### config.mk
export PLATFORM = sky130hd
export DESIGN_NAME = mux_gate_sequencer
export DESIGN_NICKNAME = d
export VERILOG_FILES = /design/src/rtl/mux_gate_pkg.sv /design/src/rtl/mux_gate_sequencer_mux2_cell.sv /design/src/rtl/mux_gate_sequencer.sv
export SDC_FILE = /design/constraint.sdc
export NUM_CORES = 1
export LEC_CHECK = 0
export BUFFER_PORTS_ARGS = -buffer_cell sky130_fd_sc_hd__buf_2
export CAP_MARGIN = 10
export CORE_MARGIN = 5
export CORE_UTILIZATION = 25
export DETAILED_ROUTE_END_ITERATION = 8
export PLACE_DENSITY_LB_ADDON = 0.08
export SETUP_SLACK_MARGIN = 0.2
export SLEW_MARGIN = 20
export SYNTH_ARGS = -nofsm -noshare
export SYNTH_HDL_FRONTEND = slang
export SYNTH_SLANG_ARGS = --single-unit
### constraint.sdc
create_clock -name clk -period 3.9 [get_ports clk]
set_clock_uncertainty 0.1 [all_clocks]
set_input_delay 0.195 -clock clk [delete_from_list [all_inputs] [get_ports clk]]
set_output_delay 0.195 -clock clk [all_outputs]
set_load 0.01 [all_outputs]
### src/rtl/mux_gate_pkg.sv
// Shared definitions for the mux-built logic gate family: op codes, the
// sequencer state type, and the op -> mux data-input table.
package mux_gate_pkg;

    localparam logic [2:0] OP_AND  = 3'd0;
    localparam logic [2:0] OP_OR   = 3'd1;
    localparam logic [2:0] OP_NAND = 3'd2;
    localparam logic [2:0] OP_NOR  = 3'd3;
    localparam logic [2:0] OP_XOR  = 3'd4;
    localparam logic [2:0] OP_XNOR = 3'd5;

    typedef enum logic [1:0] {
        IDLE = 2'd0,
        RUN  = 2'd1,
        DONE = 2'd2
    } state_t;

    // Data inputs of the 2:1 mux: d0 is taken when the select (a bit) is 0,
    // d1 when it is 1.
    typedef struct packed {
        logic d0;
        logic d1;
    } mux_data_t;

    // Maps an op and one bit of operand B onto the mux data inputs so that
    // mux(sel=a_bit) yields the gate output for that bit. Illegal ops give 0.
    function automatic mux_data_t op_data(input logic [2:0] op, input logic b_bit);
        mux_data_t d;
        d.d0 = 1'b0;
        d.d1 = 1'b0;
        case (op)
            OP_AND:  begin d.d0 = 1'b0;   d.d1 = b_bit;  end
            OP_OR:   begin d.d0 = b_bit;  d.d1 = 1'b1;   end
            OP_NAND: begin d.d0 = 1'b1;   d.d1 = ~b_bit; end
            OP_NOR:  begin d.d0 = ~b_bit; d.d1 = 1'b0;   end
            OP_XOR:  begin d.d0 = b_bit;  d.d1 = ~b_bit; end
            OP_XNOR: begin d.d0 = ~b_bit; d.d1 = b_bit;  end
            default: begin d.d0 = 1'b0;   d.d1 = 1'b0;   end
        endcase
        return d;
    endfunction

endpackage

### src/rtl/mux_gate_sequencer_mux2_cell.sv
// Single 1-bit 2:1 mux cell; the only logic element used to form results.
module mux2_cell (
    input  logic s,
    input  logic d0,
    input  logic d1,
    output logic y
);

    assign y = (~s & d0) | (s & d1);

endmodule

### src/rtl/mux_gate_sequencer.sv
// Bit-serial logic unit: evaluates AND/OR/NAND/NOR/XOR/XNOR over a WIDTH-bit
// word one bit per cycle through a single shared 2:1 mux cell, with
// valid/ready handshakes on the request and result sides.
module mux_gate_sequencer #(
    parameter int WIDTH = 8
) (
    input  logic             clk,
    input  logic             rst,
    input  logic             in_valid,
    output logic             in_ready,
    input  logic [2:0]       op,
    input  logic [WIDTH-1:0] a,
    input  logic [WIDTH-1:0] b,
    output logic             out_valid,
    input  logic             out_ready,
    output logic [WIDTH-1:0] y,
    output logic             err,
    output logic             busy
);
    import mux_gate_pkg::*;

    localparam int IW = (WIDTH > 1) ? $clog2(WIDTH) : 1;

    state_t           state;
    state_t           state_nxt;
    logic [WIDTH-1:0] a_reg;
    logic [WIDTH-1:0] b_reg;
    logic [WIDTH-1:0] y_reg;
    logic [2:0]       op_reg;
    logic             err_reg;
    logic [IW-1:0]    idx;

    logic             accept;
    logic             last_bit;
    logic             a_bit;
    logic             b_bit;
    logic             cell_y;
    mux_data_t        cell_d;
    logic [WIDTH-1:0] bit_mask;

    // Select the current bit of the captured operands and its mux data inputs.
    always_comb begin
        a_bit = 1'b0;
        b_bit = 1'b0;
        for (int unsigned i = 0; i < WIDTH; i++) begin
            if (idx == IW'(i)) begin
                a_bit = a_reg[i];
                b_bit = b_reg[i];
            end
        end
        cell_d   = op_data(op_reg, b_bit);
        bit_mask = WIDTH'(1) << idx;
    end

    mux2_cell u_cell (
        .s  (a_bit),
        .d0 (cell_d.d0),
        .d1 (cell_d.d1),
        .y  (cell_y)
    );

    // State register.
    always_ff @(posedge clk) begin
        if (rst) begin
            state <= IDLE;
        end else begin
            state <= state_nxt;
        end
    end

    // Next-state and state-decoded outputs; no input feeds an output directly.
    always_comb begin
        state_nxt = state;
        accept    = 1'b0;
        last_bit  = (idx == IW'(WIDTH - 1));
        in_ready  = 1'b0;
        out_valid = 1'b0;
        busy      = 1'b0;
        case (state)
            IDLE: begin
                in_ready = 1'b1;
                if (in_valid) begin
                    accept    = 1'b1;
                    state_nxt = RUN;
                end
            end
            RUN: begin
                busy = 1'b1;
                if (last_bit) begin
                    state_nxt = DONE;
                end
            end
            DONE: begin
                busy      = 1'b1;
                out_valid = 1'b1;
                if (out_ready) begin
                    state_nxt = IDLE;
                end
            end
            default: begin
                state_nxt = IDLE;
            end
        endcase
    end

    // Operand capture on accept, then one result bit written per RUN cycle.
    always_ff @(posedge clk) begin
        if (rst) begin
            a_reg   <= '0;
            b_reg   <= '0;
            op_reg  <= '0;
            y_reg   <= '0;
            err_reg <= 1'b0;
            idx     <= '0;
        end else if (accept) begin
            a_reg   <= a;
            b_reg   <= b;
            op_reg  <= op;
            y_reg   <= '0;
            err_reg <= (op > OP_XNOR);
            idx     <= '0;
        end else if (state == RUN) begin
            y_reg <= cell_y ? (y_reg | bit_mask) : (y_reg & ~bit_mask);
            idx   <= idx + 1'b1;
        end
    end

    assign y   = y_reg;
    assign err = err_reg;

endmodule
==> results.md, run 1 <==
* Status: complete, no violations
* Post-route setup slack at 0.7702 ns
* DRT Wirelength at 4035 µm
* Remaining global-route overflow at 0
* Drt via density at 4.582
* GP Congestion at ~0.75
* Fin. Hold Viols at 0
* # IOs at 35
* Max-cap violations at 0
* Delay-heaviest family, CP: simple AND/OR/NAND/NOR gates
* Final HPWL DP at 2946 µm
* 1st-iter DRT viols at 81
* Synth top area share at between 40 and 50%
* Max Clk Rate at ~0.32 GHz
* Vias in the first global route at between 1000 and 1500
* Kind of end point of the critical path: flop
* Fin area at 0.001954 mm²
* N_diodes at 0
* CP Class: reg -> reg
* Synth warn at 0
* Setup WS pre-CTS at 0.7705 ns
* Post-CTS resize count at 0
* Die span in x at 90.82 µm
* Final non-filler cell total at 306
* DP Cell Count at between 200 and 300
* Mapped Cells at 198
* Hold_buf cts at 0
* Setup TNS Final at 0 ns
* First-pass GRT wire length at 7051 µm
* Endpoints failing setup at 0
* Post-DRT Antenna Nets at 0
* Core box area at between 0.006 and 0.007 mm²
* CTS tree: done
* Required @ worst endpoint at 3.95 ns
* Setup Buffers After CTS at 0
* Crit path max fanout at 10
* Final net count at 261
* Post-layout min period at about 3.1 ns
* Synth area leaders: dfxtp_1 40%, a21oi_1 9.8%, nand2_1 9.7%
* WL per Instance at 13.19 µm
* Die height at 90.82 µm
* # DRC at 0
* RSZ-0062 raised after global routing: false
* Post-Syn Area at 0.001633 mm²
* Initial Utilization at around 26%
* Layout area overhead at 19.69%
* Slowest stage cell, crit path: or4_4
* Largest stage delay, worst path at 0.54 ns
* Worst VDD drop at 0.0002921 V
* Clock sink count at 33
* Rows at 29
* Initial antenna violation count at 0
* Hold Path Class: in -> reg
* Skew-Pair Late Insertion Delay at roughly 0.29 ns
* Via count at 1402
* Clk slew on worst S/H paths at roughly 0.070 ns
* R2R Path Start: idx[0]
* Worst Path Buf+Inv at 1
* Mapped Avg Cell Area at between 8 and 9 µm²
* PwrDens at 597.1 mW/mm²
* Transition time of the tightest slew-check pin at 0.6848 ns
* All-Layer GR Usage at 10.48%
* Dominant cell type by area after synthesis: dfxtp_1
* Die area at 0.008247 mm²
* Largest net degree at the start of global routing at 24
* Cell area after placement at roughly 0.0019 mm²
* WHS Path Cells at 3
* Yosys cell types at 40
* Reg2reg setup slack at between 0.7 and 0.8 ns
* Rel. slew slack at 54.34%
* Max-slew violation count at 0
* Final period util at 80.25%
* WP data arrival at 3.18 ns
* Startpoint types: flop
* CP cell instances: inv_1 > ha_1 > nor3b_2 > or4_4 > a22oi_2 > o21ai_1 > nor4bb_1 > or4_4 > nor3b_2 > a211oi_1
* CTS root buf: clkbuf_8
* Syn Nets at 231
* Register area share after synthesis at approximately 40%
* H-tree Lvls at 2
* IO Port Bufs at 34
* Leak at 0.8146 nW
* FF+latch count, synth at 33
* Min-Delay Startpoint: a[5]
* Num CTS Buffers at 5
* Pre-antenna DRT Iters at 4
* Worst reg-to-reg path cell count at 10
* Layout cells sized above 1 at ~23%
* CTS max path bufs at 2
* Hold Crit Endpoint: a_reg[5]
* Total design power at 1.167 mW
-- through the flow --
stage	utilization [%]	hold WS, ns
floorplan	-	0.1641
global placement	29.18	0.3417
CTS	30.78	0.03437
global route	30.78	0.03437
finish	30.78	0.04614
detailed placement	29.18	0.3445
-- cells by family after synthesis --
logic type / count (synthesis) / synth area share [%]
and+or+nand+nor: 74 / 22.53
AOI/OAI and AO/OA: 55 / 21.15
DFF: 33 / 40.46
muxes: 3 / 1.839
xor gates and xnor gates: 1 / 0.5365
adders and majority gates: 10 / 7.663
buffers and inverters: 22 / 5.823
-- area by class of cell --
class	instances	area (µm²)
timing repair buffer	36	185.2
clock buffer	7	96.34
clock inverter	1	5.005
tap	77	96.34
sequential	33	660.6
multi-input combinational	143	877.1
inverter	9	33.78
fill	678	4395
-- worst max path at each step --
stage / start / endpoint / slack (ns) / cells after the start
detailed placement: idx[0] / flop / 0.77 / 10
CTS: idx[0] / flop / 0.75 / 10
global route: idx[1] / flop / 0.52 / 10
floorplan: idx[0] / flop / 1.04 / 11
global placement: idx[0] / flop / 0.77 / 10
finish: idx[0] / flop / 0.77 / 10
-- worst register-to-register path: cells and delay by family (launching register included) --
kind	cells	cell delay [ns]
flops	1	0.40
compound gates	3	0.42
buf+inv	1	0.09
fa+ha+maj	1	0.35
simple gates	5	1.64
-- per-layer routing --
metal	share of wire, %	track usage [%]
met4	1.6	4.034
met1	51	13.45
met3	4.7	3.000
met2	43	16.53
met5	0	0
-- cells in the final DEF (no fill, tap or decap), drive strengths merged, types with 3 or more instances in the layout --
| cell type | n |
|---|---|
| nand2 | 42 |
| nor2b | 3 |
| clkbuf | 7 |
| nor2 | 11 |
| a311oi | 5 |
| a211oi | 5 |
| o21ai | 3 |
| nand2b | 3 |
| nor3b | 3 |
| a21oi | 32 |
| ha | 10 |
| buf | 36 |
| dfxtp | 33 |
| mux2i | 3 |
| inv | 9 |
-- power by group --
group / switching [mW] / total (mW) / leakage [nW] / internal [mW]
Sequential: 0.0376 / 0.429 / 0.269 / 0.391
Combinational: 0.269 / 0.451 / 0.491 / 0.182
Clock: 0.128 / 0.287 / 0.0542 / 0.160
-- synth_stat cells --
| master | number |
|---|---|
| nor4bb_1 | 1 |
| nand2_1 | 42 |
| nand2b_1 | 3 |
| nand3_1 | 2 |
| a311oi_1 | 5 |
| mux2i_1 | 3 |
| a211oi_1 | 5 |
| a31oi_1 | 1 |
| buf_6 | 1 |
| nor2_1 | 10 |
| nor3b_2 | 2 |
| and3b_2 | 1 |
| o22ai_2 | 1 |
| nor2_2 | 1 |
| o211ai_1 | 1 |
| o21ai_0 | 2 |
| nor2b_1 | 3 |
| and4bb_1 | 1 |
| o22ai_1 | 1 |
| clkbuf_1 | 9 |
| a222oi_1 | 1 |
| nand3b_1 | 1 |
| buf_1 | 1 |
| buf_2 | 1 |
| a21o_1 | 2 |
| buf_4 | 1 |
| o21ai_1 | 1 |
| nor4_1 | 1 |
| nor3_1 | 1 |
| and2_1 | 2 |
| or4_4 | 2 |
| ha_1 | 10 |
| nor3b_1 | 1 |
| a21oi_1 | 32 |
| a22o_1 | 1 |
| dfxtp_1 | 33 |
| a2111oi_1 | 1 |
| inv_1 | 9 |
| a22oi_2 | 1 |
| xnor2_1 | 1 |
Note: power is estimated with default switching activity, not from simulation.
==> run 2, diff against run 1 <==
clock period = 3 ns   (was 3.9 ns; I/O delays follow)
==> results.md, run 2 (synthesis gave the netlist of run 1 again) <==
* Max-cap violations at 0 (unchanged)
* Endpoints failing setup at 0 (unchanged)
* Max-slew violation count at 0 (unchanged)
* Reg2reg setup slack at 0.18 ns (-0.59 ns)
* Post-DRT Antenna Nets at 0 (unchanged)
* Remaining global-route overflow at 0 (unchanged)
* Most frequent cells in the layout: 42 x nand2_1, 34 x buf_2, 32 x a21oi_1
* Clock sink count at 33 (unchanged)
* Leading cell type in the layout, fill and taps excluded: nand2_1
* Die area at 0.008247 mm² (unchanged)
* RSZ-0062 raised after global routing: true
* Num CTS Buffers at 5 (unchanged)
* Register share of total power at 36.1% (-0.7 points)
* Clk slew on worst S/H paths at 0.07 ns (about the same)
* Worst VDD drop at 0.0004134 V (+42%)
* Setup TNS Final at 0 ns (unchanged)
* Via count at 1498 (+6.8%)
* Skew-Pair Late Insertion Delay at 0.28 ns (about the same)
* Drt via density at 4.609 (+0.60%)
* Final net count at 280 (+7.3%)
* Max Clk Rate at 0.3541 GHz (+11%)
* Fin. Hold Viols at 0 (unchanged)
* FILL cells at 708 (+4.4%)
* Hold Path Class: in -> reg
* P_int at 0.9889 mW (+35%)
* Switching Share at 38.00% (+0.81 points)
* Core box area at 0.006350 mm² (unchanged)
* CTS root buf: clkbuf_8
* # DRC at 0 (unchanged)
* Startpoint types: flop
* # IOs at 35 (unchanged)
* Pre-antenna DRT Iters at 4 (unchanged)
* Status: complete, no violations
* H-tree Lvls at 2 (unchanged)
* CP cell instances: ha_4 > ha_4 > or4_4 > a22oi_2 > o21ai_2 > nor4bb_1 > or4_4 > nor3b_4 > a211oi_1
* Leak at 0.9034 nW (+11%)
* IO Port Bufs at 34 (unchanged)
* Min-Delay Startpoint: a[6]
* Initial Utilization at 25.71% (unchanged)
* Post-route setup slack at 0.1760 ns (-0.5942 ns)
* Cell area after placement at 0.001938 mm² (+4.6%)
* WL per Instance at 13.39 µm (+1.6%)
* Combinational power share at 43.9% (+5.3 points)
* CTS max path bufs at 2 (unchanged)
* First-pass GRT wire length at 7348 µm (+4.2%)
* Fin area at 0.002201 mm² (+13%)
* CP Class: reg -> reg
* Die height at 90.82 µm (unchanged)
* Largest net degree at the start of global routing at 24 (unchanged)
* GP Congestion at 0.7625 (+2.2%)
* Die span in x at 90.82 µm (unchanged)
* Vias in the first global route at 1494 (+1.2%)
* CTS tree: done
* Crit path max fanout at 4 (-6)
* Required @ worst endpoint at 3.04 ns (-0.91 ns)
* Kind of end point of the critical path: flop
* DRT Wirelength at 4353 µm (+7.9%)
* Total design power at 1.595 mW (+37%)
* Transition time of the tightest slew-check pin at 0.6632 ns (-0.02161 ns)
* Largest stage delay, worst path at 0.54 ns (about the same)
* Final period util at 94.13% (+14 points)
* N_diodes at 0 (unchanged)
* Final Hold Slack at 0.009856 ns (-0.03629 ns)
* Initial antenna violation count at 0 (unchanged)
* Fin util at 34.66% (+3.9 points)
* PwrDens at 724.7 mW/mm² (+21%)
* Layout area overhead at 34.79%
* Worst reg-to-reg path cell count at 9 (-1)
* Post-layout min period at 2.824 ns (-0.3058 ns)
* 1st-iter DRT viols at 50 (-38%)
* R2R Path Start: idx[0]
* Clk pwr share at 20.0% (-4.6 points)
* Final non-filler cell total at 325 (+6.2%)
* Rel. slew slack at 55.79% (+1.4 points)
* Critical Path Start: idx[0]
* Slowest stage cell, crit path: or4_4
* Setup WS pre-CTS at -0.04095 ns (-0.8115 ns)
* WP data arrival at 2.86 ns (-0.32 ns)
* Layout cells sized above 1 at 31.05% (+8.3 points)
* Psw at 0.6060 mW (+40%)
* All-Layer GR Usage at 11.02% (+0.54 points)
* Final HPWL DP at 3128 µm (+6.2%)
* Rows at 29 (unchanged)
* DP Cell Count at 306 (+2.7%)
## run 2: cell count changes in the layout (fill, tap and decap cells not counted), moves of 2 or more
cell           change
buf_4             +10
clkbuf_8           -2
dfxtp_1            -3
dfxtp_4            +2
dlygate4sd3_1      +8
ha_1               -5
ha_4               +4
inv_1              -2
## run 2: worst min-delay path by stage
stage	end	slack, ns	cells past startpoint
after CTS	b_reg[3]	0.0002	3
after detailed placement	a_reg[5]	0.30	3
final	a_reg[6]	0.01	3
after global routing	b_reg[3]	0.01	3
after floorplan	b_reg[3]	0.12	1
after global placement	a_reg[5]	0.29	3
## run 2: repair_timing
item                                    4_1_cts  5_1_grt
hold endpoints to repair                      8        0
resized for setup                            14        5
hold buffers                                  8        0
endpoints found under the setup margin        8        8
pin swaps                                     6        0
setup buffers                                 1        2
## run 2: critical path: cells and delay by family (launching register included)
family	cells	cell delay (ns)
and+or+nand+nor	4	1.44
AOI/OAI and AO/OA	3	0.44
DFF	1	0.37
adders and majority gates	2	0.32
## run 2: layout make-up
type                    instances  area [µm²]  share of cell area, %
clock inverters                 2       10.01                 0.4548
inverters                       9       36.28                  1.649
flip-flops and latches         33       669.4                  30.42
repair buffers                 55       351.6                  15.97
multi-input cells             143       964.7                  43.83
clock buffers                   6       72.57                  3.297
well taps                      77       96.34                  4.377
## run 2: power groups by stage
stage	clock, mW	sequential, mW	combinational (mW)
6_report	0.319	0.575	0.701
5_1_grt	0.359	0.588	0.788
4_1_cts	0.337	0.576	0.690
3_5_place_dp	0	0.579	0.641
3_3_place_gp	0	0.581	0.645
2_1_floorplan	0	0.562	0.467
## run 2: per-layer routing
layer	share of wire (%)	routed length [µm]	global-route usage, %	vias to the layer above
li1	-	-	-	778
met1	49	2134	14.44	689
met2	46	1994	17.37	26
met3	4.0	175	2.833	5
met4	1.1	48	4.034	0
met5	0	0	0	-
==> run 3, diff against run 2 <==
CORE_ASPECT_RATIO = 1.4   (was unset)
PLACE_DENSITY = 0.55   (was unset)
PLACE_DENSITY_LB_ADDON = unset   (was 0.08)
==> results.md, run 3 (synthesis gave the netlist of run 1 again) <==
* Status: complete, no violations
* Clk slew on worst S/H paths at 0.07 ns (about the same)
* Hold Path Class: in -> reg
* Die span in x at 78.30 µm (-14%)
* # DRC at 0 (unchanged)
* Setup TNS Final at 0 ns (unchanged)
* Final period util at 93.43% (-0.71 points)
* Clock sink count at 33 (unchanged)
* Setup WS pre-CTS at 0.05387 ns (+0.09481 ns)
* Slowest stage cell, crit path: or4_4
* 1st-iter DRT viols at 27 (-46%)
* IO Port Bufs at 34 (unchanged)
* Min-Delay Startpoint: a[0]
* Post-layout min period at 2.803 ns (-0.02120 ns)
* Vias in the first global route at 1492 (-0.13%)
* Reg area at 663.1 µm² (-0.93%)
* Worst Path Buf+Inv at 1 (+1)
* Max-slew violation count at 0 (unchanged)
* Layout area overhead at 29.27%
* Transition time of the tightest slew-check pin at 0.6550 ns (-0.008210 ns)
* WL per Instance at 12.37 µm (-7.7%)
* Most frequent cells in the layout: 42 x nand2_1, 34 x buf_2, 32 x a21oi_1
* Post-route setup slack at 0.1972 ns (+0.02120 ns)
* Worst reg-to-reg path cell count at 9 (unchanged)
* WP data arrival at 2.85 ns (about the same)
* DRT Wirelength at 3834 µm (-12%)
* Post-DRT Antenna Nets at 0 (unchanged)
* Most frequent cell on the critical path: or4_4
* # IOs at 35 (unchanged)
* RSZ-0062 raised after global routing: true
* CP cell instances: inv_2 > ha_1 > or4_4 > a22oi_2 > o21ai_2 > nor4bb_1 > or4_4 > nor3b_4 > a211oi_1
* Kind of end point of the critical path: flop
* CP Class: reg -> reg
* CTS root buf: clkbuf_8
* Rel. slew slack at 56.33% (+0.55 points)
* Leading cell type in the layout, fill and taps excluded: nand2_1
* Die area at 0.008270 mm² (+0.28%)
* Max-cap violations at 0 (unchanged)
* GP Congestion at 0.8003 (+5.0%)
* Delay-heaviest family, CP: simple AND/OR/NAND/NOR gates
* Required @ worst endpoint at 3.05 ns (about the same)
* Core box area at 0.006296 mm² (-0.85%)
* All-Layer GR Usage at 10.06% (-0.96 points)
* Num CTS Buffers at 5 (unchanged)
* H-tree Lvls at 2 (unchanged)
* Final net count at 270 (-3.6%)
* WHS Path Cells at 3 (unchanged)
* Crit path max fanout at 5 (+1)
* Rows at 34 (+17%)
* R2R Path Start: idx[0]
* Leak at 0.8651 nW (-4.2%)
* Remaining global-route overflow at 0 (unchanged)
* Reg2reg setup slack at 0.20 ns (+0.02 ns)
* Via count at 1477 (-1.4%)
* Skew-Pair Late Insertion Delay at 0.28 ns (about the same)
* N_diodes at 0 (unchanged)
* Final HPWL DP at 2957 µm (-5.4%)
* Die height at 105.6 µm (+16%)
* Initial Utilization at 25.93% (+0.22 points)
* Initial antenna violation count at 0 (unchanged)
* Total design power at 1.630 mW (+2.2%)
* CTS tree: done
* Fin. Hold Viols at 0 (unchanged)
* Largest stage delay, worst path at 0.56 ns (+0.02 ns)
* Hold Crit Endpoint: a_reg[0]
* PwrDens at 772.1 mW/mm² (+6.5%)
* Worst VDD drop at 0.0003942 V (-4.6%)
* First-pass GRT wire length at 6637 µm (-9.7%)
* Startpoint types: flop
* Largest net degree at the start of global routing at 24 (unchanged)
* Layout cells sized above 1 at 28.57% (-2.5 points)
* Max Clk Rate at 0.3568 GHz (+0.76%)
* Endpoints failing setup at 0 (unchanged)
* FILL cells at 685 (-3.2%)
* Pre-antenna DRT Iters at 4 (unchanged)
* Footprint of the multi-input gates at 944.7 µm² (-2.1%)
* CTS max path bufs at 2 (unchanged)
* Drt via density at 4.765 (+3.4%)
run 3: changes by cell type in the layout (fill, tap and decap cells not counted), moves of 2 or more:
cell | before | now
buf_4 | 12 | 7
dlygate4sd3_1 | 8 | 4
clkinv_2 | 2 | 0
dfxtp_4 | 2 | 0
ha_4 | 4 | 2
run 3: where the power goes:
part / switching [mW] / internal (mW) / leakage [nW]
Clock: 0.156 / 0.271 / 0.0585
Sequential: 0.0564 / 0.510 / 0.270
Combinational: 0.360 / 0.276 / 0.536
run 3: what timing repair did:
| action | 4_1_cts | 5_1_grt |
|---|---|---|
| cloned | 0 | 0 |
| endpoints found under the setup margin | 8 | 8 |
| buffers inserted | 1 | 0 |
| hold buffers | 4 | 0 |
| pin swaps | 5 | 0 |
| resized for setup | 9 | 1 |
| hold endpoints to repair | 4 | 0 |
run 3: worst max-delay path by stage:
stage	from	to	slack, ns	cells past startpoint
floorplan	idx[0]	flop	0.20	11
global placement	idx[1]	flop	0.09	10
detailed placement	idx[1]	flop	0.05	10
CTS	idx[0]	flop	0.20	9
global route	idx[0]	flop	0.04	10
finish	idx[0]	flop	0.20	9
run 3: routing by layer:
metal / up-vias / GRT usage [%] / share of wire, %
met4: 0 / 5.250 / 2.3
met3: 4 / 3.242 / 6.9
li1: 762 / - / -
met5: - / 0 / 0
met1: 671 / 10.46 / 40
met2: 40 / 17.83 / 51
run 3: tightest hold or removal path, stage by stage:
cell and delay (ns):
buf_2 0.09, nand2_1 0.04, a21oi_1 0.05
run 3: layout make-up:
type | count | share of cell area (%)
tap | 72 | 4.268
clock inverter | 1 | 1.423
inverter | 9 | 1.600
clock buffer | 7 | 4.090
multi-input combinational | 143 | 44.75
timing repair buffer | 45 | 12.45
sequential | 33 | 31.42
run 3: through the flow:
step	hold slack [ns]	cells	utilization, %	cell area (µm²)
after CTS	0.001312	310	33.53	2111
after floorplan	0.1191	198	-	1659
after detailed placement	0.2968	297	30.21	1902
after global placement	0.2955	297	30.21	1902
final	0.002670	310	33.53	2111
after global routing	0.003159	310	33.53	2111
